$ cat config.mk
export PLATFORM = sky130hd
export DESIGN_NAME = step_dir_decoder
export DESIGN_NICKNAME = d
export VERILOG_FILES = /design/src/rtl/step_dir_decoder.sv
export SDC_FILE = /design/constraint.sdc
export NUM_CORES = 1
export LEC_CHECK = 0
export BUFFER_PORTS_ARGS = -buffer_cell sky130_fd_sc_hd__clkbuf_2
export CAP_MARGIN = 15
export CORE_MARGIN = 2
export CORE_UTILIZATION = 46
export DETAILED_ROUTE_END_ITERATION = 8
export PLACE_DENSITY = 0.67
export SLEW_MARGIN = 10
export SYNTH_ARGS = -nofsm -noshare
export SYNTH_HDL_FRONTEND = slang
export SYNTH_SLANG_ARGS = --single-unit
$ cat constraint.sdc
create_clock -name i_Clk -period 3.2 [get_ports i_Clk]
set_clock_uncertainty 0.05 [all_clocks]
set_input_delay 0.48 -clock i_Clk [delete_from_list [all_inputs] [get_ports i_Clk]]
set_output_delay 0.48 -clock i_Clk [all_outputs]
set_load 0.02 [all_outputs]
$ cat src/rtl/step_dir_decoder.sv
// Step/direction input decoder.
// Synchronizes an asynchronous step/direction pair, tracks a signed 32-bit
// position and a saturating accepted-step count, measures the step period,
// reports motion / idle status, and flags pulse-width and direction timing errors.
//
// Ports:
//   i_Clk            clock
//   i_rst_n          synchronous active-low reset
//   i_step           asynchronous step pulse
//   i_direction      asynchronous direction (1 = +, 0 = -)
//   i_clear          zeroes position, step count and error flags
//   o_position       signed position (two's complement, wrapping)
//   o_step_count     accepted-step count (saturating)
//   o_step_valid     one-cycle pulse per accepted step
//   o_last_period    cycles between the last two rising edges
//   o_moving         motion in progress
//   o_idle_pulse     one-cycle pulse when motion stops
//   o_err_short_high sticky: step high shorter than MIN_HIGH
//   o_err_short_low  sticky: step low shorter than MIN_LOW
//   o_err_dir_change sticky: direction changed while step high
module step_dir_decoder #(
  parameter int unsigned MIN_HIGH     = 2500,
  parameter int unsigned MIN_LOW      = 2500,
  parameter int unsigned IDLE_TIMEOUT = 20000
) (
  input  logic        i_Clk,
  input  logic        i_rst_n,
  input  logic        i_step,
  input  logic        i_direction,
  input  logic        i_clear,
  output logic [31:0] o_position,
  output logic [31:0] o_step_count,
  output logic        o_step_valid,
  output logic [19:0] o_last_period,
  output logic        o_moving,
  output logic        o_idle_pulse,
  output logic        o_err_short_high,
  output logic        o_err_short_low,
  output logic        o_err_dir_change
);

  localparam int unsigned POS_W  = 32;
  localparam int unsigned CNT_W  = 20;
  localparam int unsigned IDLE_W = 32;
  localparam logic [CNT_W-1:0] CNT_MAX  = '1;
  localparam logic [POS_W-1:0] STEP_MAX = '1;

  typedef enum logic [1:0] {
    S_IDLE = 2'd0,
    S_HIGH = 2'd1,
    S_LOW  = 2'd2
  } state_t;

  state_t state_q;
  state_t state_nxt;

  logic [1:0]        step_sync;
  logic [1:0]        dir_sync;
  logic              step_s;
  logic              dir_s;
  logic              step_d;
  logic              dir_d;
  logic              rise;
  logic              fall;

  logic [CNT_W-1:0]  width_cnt;
  logic [CNT_W-1:0]  period_cnt;
  logic [IDLE_W-1:0] idle_cnt;

  logic              rise_from_low;
  logic              timeout;
  logic              set_short_high;
  logic              set_short_low;
  logic              set_dir_change;

  logic              evt_step;
  logic              evt_dir;
  logic              evt_tmo;

  logic [POS_W-1:0]  pos_q;
  logic [POS_W-1:0]  cnt_q;
  logic [POS_W-1:0]  pos_nxt;
  logic [POS_W-1:0]  cnt_nxt;

  assign step_s = step_sync[1];
  assign dir_s  = dir_sync[1];
  assign rise   = step_s & ~step_d;
  assign fall   = ~step_s & step_d;

  // Two-flop synchronizers plus one-cycle history for edge detection
  always_ff @(posedge i_Clk) begin
    if (!i_rst_n) begin
      step_sync <= '0;
      dir_sync  <= '0;
      step_d    <= 1'b0;
      dir_d     <= 1'b0;
    end else begin
      step_sync <= {step_sync[0], i_step};
      dir_sync  <= {dir_sync[0], i_direction};
      step_d    <= step_s;
      dir_d     <= dir_s;
    end
  end

  // Decoder state register
  always_ff @(posedge i_Clk) begin
    if (!i_rst_n) begin
      state_q <= S_IDLE;
    end else begin
      state_q <= state_nxt;
    end
  end

  // Next state and per-cycle event decode
  always_comb begin
    state_nxt      = state_q;
    rise_from_low  = 1'b0;
    timeout        = 1'b0;
    set_short_low  = 1'b0;
    set_dir_change = 1'b0;
    set_short_high = fall && (32'(width_cnt) < MIN_HIGH);
    case (state_q)
      S_IDLE: begin
        if (rise) state_nxt = S_HIGH;
      end
      S_HIGH: begin
        set_dir_change = (dir_s != dir_d);
        if (fall) state_nxt = S_LOW;
      end
      S_LOW: begin
        if (rise) begin
          state_nxt     = S_HIGH;
          rise_from_low = 1'b1;
          set_short_low = (32'(width_cnt) < MIN_LOW);
        end else if (idle_cnt >= IDLE_TIMEOUT) begin
          state_nxt = S_IDLE;
          timeout   = 1'b1;
        end
      end
      default: state_nxt = S_IDLE;
    endcase
  end

  // Width / period / idle counters, period capture, error flags, event stage
  always_ff @(posedge i_Clk) begin
    if (!i_rst_n) begin
      width_cnt        <= '0;
      period_cnt       <= '0;
      idle_cnt         <= '0;
      o_last_period    <= '0;
      o_err_short_high <= 1'b0;
      o_err_short_low  <= 1'b0;
      o_err_dir_change <= 1'b0;
      evt_step         <= 1'b0;
      evt_dir          <= 1'b0;
      evt_tmo          <= 1'b0;
    end else begin
      if (rise || fall)             width_cnt <= CNT_W'(1);
      else if (width_cnt != CNT_MAX) width_cnt <= width_cnt + CNT_W'(1);

      if (rise)                       period_cnt <= CNT_W'(1);
      else if (period_cnt != CNT_MAX) period_cnt <= period_cnt + CNT_W'(1);

      if (rise)                           idle_cnt <= IDLE_W'(1);
      else if (idle_cnt < IDLE_TIMEOUT)   idle_cnt <= idle_cnt + IDLE_W'(1);

      if (rise_from_low) o_last_period <= period_cnt;

      // Clear takes effect first so a same-cycle error still latches
      o_err_short_high <= (o_err_short_high & ~i_clear) | set_short_high;
      o_err_short_low  <= (o_err_short_low  & ~i_clear) | set_short_low;
      o_err_dir_change <= (o_err_dir_change & ~i_clear) | set_dir_change;

      // Direction is captured at the rising edge and travels with the step
      evt_step <= rise;
      evt_dir  <= dir_s;
      evt_tmo  <= timeout;
    end
  end

  // Clear applies before a coincident step
  always_comb begin
    pos_nxt = i_clear ? '0 : pos_q;
    cnt_nxt = i_clear ? '0 : cnt_q;
    if (evt_step) begin
      pos_nxt = evt_dir ? pos_nxt + POS_W'(1) : pos_nxt - POS_W'(1);
      if (cnt_nxt != STEP_MAX) cnt_nxt = cnt_nxt + POS_W'(1);
    end
  end

  // Output stage: position, count, step strobe, motion status
  always_ff @(posedge i_Clk) begin
    if (!i_rst_n) begin
      pos_q        <= '0;
      cnt_q        <= '0;
      o_step_valid <= 1'b0;
      o_moving     <= 1'b0;
      o_idle_pulse <= 1'b0;
    end else begin
      pos_q        <= pos_nxt;
      cnt_q        <= cnt_nxt;
      o_step_valid <= evt_step;
      o_idle_pulse <= evt_tmo;
      if (evt_step)     o_moving <= 1'b1;
      else if (evt_tmo) o_moving <= 1'b0;
    end
  end

  assign o_position   = pos_q;
  assign o_step_count = cnt_q;

endmodule

Word level (Yosys, flattened, before mapping). Cells that the tools add are included.

Register bits after elaboration: 172. Bits of input ports: 5. Output and inout bits: 90. Logic and storage cells: 89.

Add/sub/neg operators: 6. Magnitude comparators: 3. Eq/ne operators: 9. Mux-type cells: 25. Bitwise operators: 13. Reduce and logical (&&, ||, !) cells: 11.

Operator list (number): $mux W32 (6); $add A32 B1 Y32 const B (3); $add A20 B1 Y20 const B (2); $ne A20 B20 Y1 const B (2); $ge A32 B15 Y1 const B (1); $lt A32 B15 Y1 const B (1); $ne A32 B32 Y1 const B (1); $sub A32 B1 Y32 const B (1); $lt A20 B12 Y1 const B (1); $mux W1 (14); $mux W2 (4); $reduce_bool A2 Y1 (4); $pmux W2 S3 (1); $and A1 B1 Y1 (5); $not A1 Y1 (5); $ne A2 B2 Y1 const B (2); $reduce_or A2 Y1 (2); $ne A3 B3 Y1 const B (1); $or A1 B1 Y1 (3); $reduce_and A3 Y1 (1); $reduce_or A3 Y1 (1); $eq A2 B1 Y1 const B (1); $eq A2 B2 Y1 const B (1); $logic_not A2 Y1 (1); other kinds (3) (3).

Logic depth before layout (Yosys ltp). Gate-level depths: netlist of run 1.

Depth after elaboration: 5. Gate-level depth with buffers: 13. Gate-level depth less buffers: 12.

Worst setup path before layout of run 1. No wires, ideal clock.

Kind: input-to-reg. Start: in i_clear. End: reg pos_q[24] (netlist: o_position[24]). Library setup time: 0.117 ns. Arrival: 3.061 ns. Required time: 3.033 ns. Path slack: -0.028 ns. Stages: 12. Buffers on the path: 3. Path through: clkbuf_1 clkbuf_1 nor2b_1 ha_1 clkbuf_1 and4_1 a221o_1 a221oi_1 a21boi_1 o31ai_1 xor2_1 a22o_1.

Word-level cells in the longest chain between the ends: 4. Elaborated cells between the ends (all ways): 5. Classes of those cells: add/sub (2); mux (3).

RTL lines: start: declaration (RTL line 30) `input logic i_clear,`; $mux W32 * (RTL line 183) `pos_nxt = i_clear ? '0 : pos_q;`; $sub A32 B1 Y32 or $add A32 B1 Y32 (tied branches) (RTL line 186) `pos_nxt = evt_dir ? pos_nxt + POS_W'(1) : pos_nxt - POS_W'(1);`; $mux W32 (RTL line 186); $mux W32 * (RTL line 185) `if (evt_step) begin`; end signal: assignment (RTL line 200) `pos_q <= pos_nxt;`; end: declaration (RTL line 80) `logic [POS_W-1:0] pos_q;`.

Mark *: on every way between the ends. The rest lies on a longest branch, timed or not. A chain may end at the register's enable or synchronous reset.

Worst setup path in the final report of run 1.
Start: reg evt_dir. End: reg pos_q[28] (netlist: o_position[28]).

Word-level cells in the longest chain between the ends: 2.

RTL lines: start: declaration (RTL line 77) `logic evt_dir;`; start signal: assignment (RTL line 176) `evt_dir <= dir_s;`; $mux W32 (RTL line 186); $mux W32 (RTL line 185).

No other way between the ends.

==> run metrics, run 1 <==
outcome=finished, final reports clean; Metal-1 WL=9500 µm; std cell rows=50; Pins Over Slew Limit=0; ys async rst share=0%; endpoints failing setup=0; Remaining Overflow, GRT=0; die area=20200 µm²; max cap viols=0; Post-synth top flop=dfxtp_1; Hold Crit Depth=2; CTS tree=yes; Starting Density=47.0%; Longest Clk Path Bufs=2; vias in the first global route=6980; Setup WS post-layout=0.358 ns; root buf cell=clkbuf_16; routed vias/inst=5.30; max_slew headroom=~50%; VDD IR max=approximately 360 µV; clock latency on the worst-skew pair=between 0.4 and 0.5 ns; fin cells=about 1400; Worst Reg2Reg Path Length in Cells=12; RSZ-0062 raised after global routing=no; Clock Pin Slew Worst Setup and Hold Paths=0.07 ns; final antenna-violating net count=0; GRT Total Usage=19.7%; clk sinks=172; largest cells by area after synthesis=dfxtp_1 (39%), ha_1 (5.7%), xor2_1 (5.4%); initial antenna violation count=0; DP Cell Count=1373; post-DP HPWL=14100 µm; H-tree depth=4; Synth top area share=39.2%; via count=roughly 7400; Hold Crit Class=in2reg; IO buf count=94; Seq/Total Area, Yosys=between 30% and 40%; CP Data Arrival Time=between 3 and 4 ns; first drt pass iteration count=4; Synth area leader=dfxtp_1; synth unique cells=63; Power, Total=4.75 mW; die extent in y=142 µm; 1st-iter DRT viols=300; Critical Path Source Type=flip-flop; CP max FO=33; Top Layer Used=met4; setup TNS=0 ns; largest net degree at the start of global routing=34; Syn. warnings=0; CP Class=reg2reg; CTS resizes=0; met2 wire length=8850 µm; pre-CTS worst setup slack=-0.00898 ns; hold_buf cts=0; Synth Instances=slightly above 1000; nets=1204; FF+latch count, synth=172; fin crit share=88.8%; Die Wd=142 µm; Routability Congestion=0.897; DRC Markers=0; Area after DPL=~10000 µm²; final hold viol count=0; total power divided by cell area=about 460 nW/µm²; final WL=slightly below 20000 µm; actual slew at the worst max-slew pin=0.768 ns; synthesized area=8780 µm²; synthesized area per cell=8.48 µm²; final core occ=55.6%; first-pass GRT wire length=roughly 33000 µm; Worst EP required=between 3 and 4 ns; core area=approximately 19000 µm²; Leakage=4.37 nW; io pins=between 90 and 100; area grow syn2layout=18.4%; TritonCTS Buffers=17; fmax=~350 MHz; worst hold margin=0.202 ns; share of post-route cells with drive strength above 1=roughly 16%; final instance area=10400 µm²; critical path capture point type=flip-flop; wire length on met3=683 µm; diode count=0; number of synthesized flops with an enable pin=0; syn_nets=1082; min Tclk post-route=2.84 ns; Post-CTS Setup Repair Bufs=0; wire length per cell=13.8 µm
-- power breakdown --
| group | internal, mW | total (mW) | switching [mW] |
|---|---|---|---|
| clock | 1.14 | 2.12 | 0.978 |
| combinational | 0.196 | 0.441 | 0.245 |
| sequential | 2.16 | 2.19 | 0.0225 |
-- kinds of logic (layout without fill, tap and decap cells) --
| group | Yosys count | count (layout) | synth area share, % |
|---|---|---|---|
| adders and majority gates | 41 | 41 | 5.93 |
| buffers and inverters | 59 | 194 | 2.54 |
| DFF | 172 | 172 | 39.2 |
| AOI/OAI and AO/OA | 181 | 181 | 13.5 |
| and+or+nand+nor | 467 | 467 | 26.9 |
| xor gates and xnor gates | 92 | 92 | 9.17 |
| muxes | 24 | 24 | 2.73 |
-- layer usage --
metal / global-route usage [%] / vias up
met5: 0 / -
met4: 6.16 / 0
met3: 4.04 / 22
met2: 32.0 / 128
met1: 26.3 / 3485
li1: - / 3814
-- synth_stat cells (all sizes together), types with 16 or more instances --
cell and count:
a21boi 28, a21o 16, a21oi 45, and2 34, and3 21, clkbuf 35
dfxtp 172, ha 40, inv 19, mux2i 24, nand2 115, nand3 31
nand4 27, nor2 112, nor2b 66, o21ai 36, xnor2 38, xor2 54
-- placed cells by master, fill, tap and decap left out, drive strengths merged, types with 38 or more instances in the layout --
master	count
ha	40
nand2	115
nor2b	66
nor2	112
xor2	54
a21oi	45
xnor2	38
clkbuf	112
dfxtp	172
buf	48
-- final cells by class --
type / instances / area [µm²]
Multi-Input combinational cell: 805 / 5120
Clock inverter: 14 / 171
Sequential cell: 172 / 3440
Inverter: 20 / 75.1
Clock buffer: 18 / 439
Tap cell: 234 / 293
Fill cell: 1695 / 8300
Timing Repair Buffer: 142 / 856
-- worst paths after layout --
check	slack [ns]	from	to
hold / removal	0.20	i_direction	dir_sync[0]
setup reg to reg	0.36	evt_dir	o_position[28]
hold reg to reg	0.38	step_sync[0]	step_sync[1]
setup / recovery	0.36	evt_dir	o_position[28]
-- critical path, cell delays in order (launching register included) --
cell and delay (ns):
dfxtp_1 0.33, inv_1 0.07, buf_12 0.16, ha_1 0.35, a21o_1 0.16, a21o_1 0.17, a221o_1 0.31, a221oi_1 0.23
a21boi_1 0.37, o41ai_1 0.14, buf_4 0.14, xnor2_1 0.10, o21ai_0 0.16
-- sequential cells by signal, indices dropped and copies added, names as in the netlist, 20 cells and up --
signal	count
idle_cnt	32
o_position	32
o_step_count	32
o_last_period	20
period_cnt	20
width_cnt	20
(Power assumes the default switching activity.)
==> run 2, diff against run 1 <==
--- a/config.mk
+++ b/config.mk
@@ -9,6 +9,7 @@
 export CAP_MARGIN = 15
 export CORE_MARGIN = 2
 export CORE_UTILIZATION = 46
+export CTS_BUF_LIST = sky130_fd_sc_hd__clkbuf_8
 export DETAILED_ROUTE_END_ITERATION = 8
 export PLACE_DENSITY = 0.67
 export SLEW_MARGIN = 10
==> run metrics, run 2 (synthesis gave the netlist of run 1 again) <==
final hold viol count=0; Switch Pwr=1.19 mW; Gate power share=10.4%; switching portion of total power=approximately 28%; CP Class=reg2reg; clock latency on the worst-skew pair=roughly 0.47 ns; Worst EP required=3.54 ns; min Tclk post-route=around 2.9 ns; first drt pass iteration count=4; final antenna-violating net count=0; Starting Density=47.0%; hold_buf cts=0; Longest Clk Path Bufs=2; root buf cell=clkbuf_8; clk sinks=about 170; Post-CTS Setup Repair Bufs=0; die extent in y=142 µm; Power, Total=roughly 4.2 mW; Routability Congestion=about 0.9; leading cell types in the layout, fill and taps excluded=dfxtp_1 (171), nand2_1 (115), nor2_1 (112); worst hold margin=~0.15 ns; Worst Reg2Reg Path Length in Cells=12; std cell rows=50; Setup WS post-layout=between 0.3 and 0.4 ns; core area=18700 µm²; endpoints failing setup=0; share of post-route cells with drive strength above 1=16.1%; io pins=95; fin crit share=89.2%; register share of total power=51.7%; H-tree depth=4; CP max FO=33; largest net degree at the start of global routing=34; post-DP HPWL=around 14000 µm; total power divided by cell area=414 nW/µm²; Clock power frac=between 30 and 40%; wire length per cell=between 10 and 15 µm; CP Data Arrival Time=around 3.2 ns; nets=roughly 1200; VDD IR max=approximately 280 µV; final WL=19300 µm; DRC Markers=0; routed vias/inst=5.27; final core occ=a little over half; RSZ-0062 raised after global routing=no; Die Wd=between 100 and 150 µm; fmax=350 MHz; actual slew at the worst max-slew pin=0.774 ns; max_slew headroom=approximately 48%; Clock Pin Slew Worst Setup and Hold Paths=around 0.1 ns; initial antenna violation count=0; FILL cells=1723; CTS resizes=0; die area=20200 µm²; most common cell after layout, fill and taps aside=dfxtp_1; max cap viols=0; Hold Crit Depth=2; TritonCTS Buffers=17; Pins Over Slew Limit=0; pre-CTS worst setup slack=-0.00898 ns; first-pass GRT wire length=32300 µm; vias in the first global route=6904; DP Cell Count=about 1400; fin cells=1405; Remaining Overflow, GRT=0; CTS tree=yes; outcome=finished, final reports clean; via count=roughly 7400; IO buf count=94; Int Power=3.04 mW; GRT Total Usage=19.5%; critical path capture point type=flip-flop; 1st-iter DRT viols=253; Leakage=approximately 4.3 nW; area grow syn2layout=16.2%; diode count=0; Hold Crit Class=in2reg; Critical Path Source Type=flip-flop
run 2: cell counts in the layout (fill, tap and decap cells not counted):
No cell type changed its count.
run 2: layout make-up:
class / count / area, µm² / share of cell area (%)
sequential: 172 / 3440 / 33.7
tap: 234 / 293 / 2.87
inverter: 20 / 75.1 / 0.735
multi-input combinational: 805 / 5120 / 50.2
clock buffer: 18 / 248 / 2.43
clock inverter: 14 / 171 / 1.68
timing repair buffer: 142 / 856 / 8.38
run 2: worst max-delay path, cell delays in order (launching register included):
cell      delay [ns]
dfxtp_1         0.34
inv_1           0.07
buf_12          0.16
ha_1            0.35
a21o_1          0.16
a21o_1          0.17
a221o_1         0.31
a221oi_1        0.23
a21boi_1        0.38
o41ai_1         0.14
buf_4           0.14
xnor2_1         0.11
o21ai_0         0.16
run 2: routing by layer:
layer	wire, µm	vias up	GRT usage [%]
li1	-	3810	-
met2	8880	121	31.8
met3	630	20	3.23
met5	0	-	0
met4	310	0	6.63
met1	9440	3453	26.1
run 2: per-stage QoR:
| stage | TNS, ns | area [µm²] |
|---|---|---|
| 2_1_floorplan | 0 | 8790 |
| 3_5_place_dp | -0.00898 | 9790 |
| 4_1_cts | 0 | 10200 |
| 6_report | 0 | 10200 |
| 5_1_grt | 0 | 10200 |
| 3_3_place_gp | 0 | 9790 |
run 2: path summary, 6_finish.rpt:
check / startpoint / to / slack, ns
max: evt_dir / o_position[28] / 0.35
max reg2reg: evt_dir / o_position[28] / 0.35
min reg2reg: step_sync[0] / step_sync[1] / 0.39
min: i_direction / dir_sync[0] / 0.15
run 2: power groups by stage:
stage,Sequential [mW],Clock (mW),Combinational [mW]
2_1_floorplan,2.24,0,0.292
3_3_place_gp,2.24,0,0.440
3_5_place_dp,2.24,0,0.441
4_1_cts,2.19,1.64,0.443
5_1_grt,2.19,1.73,0.490
6_report,2.19,1.60,0.441
==> run 3, diff against run 2 <==
--- a/config.mk
+++ b/config.mk
@@ -7,11 +7,13 @@
 export LEC_CHECK = 0
 export BUFFER_PORTS_ARGS = -buffer_cell sky130_fd_sc_hd__clkbuf_2
 export CAP_MARGIN = 15
+export CELL_PAD_IN_SITES_DETAIL_PLACEMENT = 1
+export CELL_PAD_IN_SITES_GLOBAL_PLACEMENT = 1
 export CORE_MARGIN = 2
-export CORE_UTILIZATION = 46
+export CORE_UTILIZATION = 42
 export CTS_BUF_LIST = sky130_fd_sc_hd__clkbuf_8
 export DETAILED_ROUTE_END_ITERATION = 8
-export PLACE_DENSITY = 0.67
+export PLACE_DENSITY_LB_ADDON = 0.1
 export SLEW_MARGIN = 10
 export SYNTH_ARGS = -nofsm -noshare
 export SYNTH_HDL_FRONTEND = slang
==> run metrics, run 3 (synthesis gave the netlist of run 1 again) <==
min Tclk post-route=a little under 3 ns; worst r2r src=evt_dir; hold_buf cts=0; final hold viol count=0; first drt pass iteration count=4; Clock power frac=a little under two fifths; max_slew headroom=38.4%; actual slew at the worst max-slew pin=0.921 ns; leading cell types in the layout, fill and taps excluded=dfxtp_1 (171), nand2_1 (115), nor2_1 (112); total power divided by cell area=407 nW/µm²; setup TNS=0 ns; die area=22100 µm²; fin cells=1456; Critical Path Source=evt_dir; capture point of the worst reg-to-reg path=o_position[25]; Clock Pin Slew Worst Setup and Hold Paths=0.09 ns; crit path cell chain=inv_1, buf_12, ha_1, a211oi_1, nor2_1, o31a_1, a311o_1, a31oi_2, a31o_2, xnor2_1, a22o_1; max cap viols=0; post-DP HPWL=around 17000 µm; worst hold margin=0.184 ns; final core occ=between 50% and 60%; clock latency on the worst-skew pair=0.47 ns; switching portion of total power=27.0%; initial antenna violation count=1; Worst EP required=3.50 ns; Critical Path Source Type=flip-flop; Setup WS post-layout=0.307 ns; via count=7679; RSZ-0062 raised after global routing=no; CTS tree=yes; H-tree depth=4; area grow syn2layout=17.9%; endpoints failing setup=0; register share of total power=around 52%; GRT Total Usage=21.7%; Critical Path Sink=o_position[25]; delay of the slowest critical-path stage=0.39 ns; R2R Setup Slk=just over 0.3 ns; vias in the first global route=7967; slowest library cell on the worst path=dfxtp_1; CP Data Arrival Time=3.20 ns; std cell rows=52; most common cell after layout, fill and taps aside=dfxtp_1; core area=20400 µm²; largest net degree at the start of global routing=43; fin crit share=90.4%; fmax=about 350 MHz; critical path capture point type=flip-flop; share of post-route cells with drive strength above 1=17.2%; die extent in y=149 µm; routed vias/inst=5.27; Pins Over Slew Limit=0; Leakage=4.35 nW; DP Cell Count=1424; final instance area=10400 µm²; 1st-iter DRT viols=237; CP Class=reg2reg; clk sinks=between 150 and 200; IO buf count=94; Hold Crit Class=in2reg; Remaining Overflow, GRT=0; root buf cell=clkbuf_8; Die Wd=149 µm; Gate power share=11.2%; final WL=22900 µm; Int Power=3.08 mW; wire length per cell=15.7 µm; diode count=0; TritonCTS Buffers=17; pre-CTS worst setup slack=-0.0385 ns; VDD IR max=238 µV; DRC Markers=0; FILL cells=between 2000 and 3000; Switch Pwr=1.14 mW; io pins=95; final antenna-violating net count=0; Routability Congestion=0.824; outcome=finished, final reports clean; Power, Total=4.22 mW; Area after DPL=9950 µm²; first-pass GRT wire length=39400 µm; Longest Clk Path Bufs=2; Post-CTS Setup Repair Bufs=0; nets=1219; CP max FO=33; Starting Density=a little over two fifths; Worst Reg2Reg Path Length in Cells=11
==> run 3: cell type report <==
type | count | area (µm²) | area share (%)
multi-input cells | 805 | 5130 | 49.6
flip-flops and latches | 172 | 3440 | 33.3
clock inverters | 11 | 106 | 1.03
inverters | 20 | 75.1 | 0.725
well taps | 270 | 338 | 3.26
clock buffers | 21 | 289 | 2.79
repair buffers | 157 | 968 | 9.35
==> run 3: metal layers <==
| layer | vias to the layer above | global-route usage, % | share of wire (%) |
|---|---|---|---|
| met5 | - | 0 | 0.057 |
| met4 | 2 | 4.24 | 0.71 |
| met3 | 14 | 4.39 | 3.7 |
| met2 | 100 | 37.3 | 48 |
| met1 | 3715 | 28.3 | 47 |
| li1 | 3848 | - | - |
==> run 3: worst min path at each step <==
stage            startpoint      endpoint  cells after the start
2_1_floorplan   dir_sync[0]   dir_sync[1]                      1
3_3_place_gp   step_sync[0]  step_sync[1]                      1
3_5_place_dp    dir_sync[0]   dir_sync[1]                      1
4_1_cts              i_step  step_sync[0]                      2
5_1_grt              i_step  step_sync[0]                      2
6_report             i_step  step_sync[0]                      2
==> run 3: repair_timing <==
action / CTS / global route
hold endpoints to repair: 0 / 0
resized for setup: 0 / 3
setup endpoints to repair: 0 / 2
==> run 3: critical path, delay by kind of cell, from the launching register on <==
kind,cells,cell delay [ns]
buf+inv,2,0.27
fa+ha+maj,1,0.37
simple gates,1,0.10
compound gates,6,1.53
xor+xnor,1,0.07
flops,1,0.39
==> run 3: power by group through the flow <==
stage	Combinational, mW	Clock (mW)	Sequential (mW)
2_1_floorplan	0.292	0	2.24
3_3_place_gp	0.462	0	2.24
3_5_place_dp	0.468	0	2.24
4_1_cts	0.471	1.61	2.19
5_1_grt	0.526	1.70	2.19
6_report	0.472	1.56	2.19
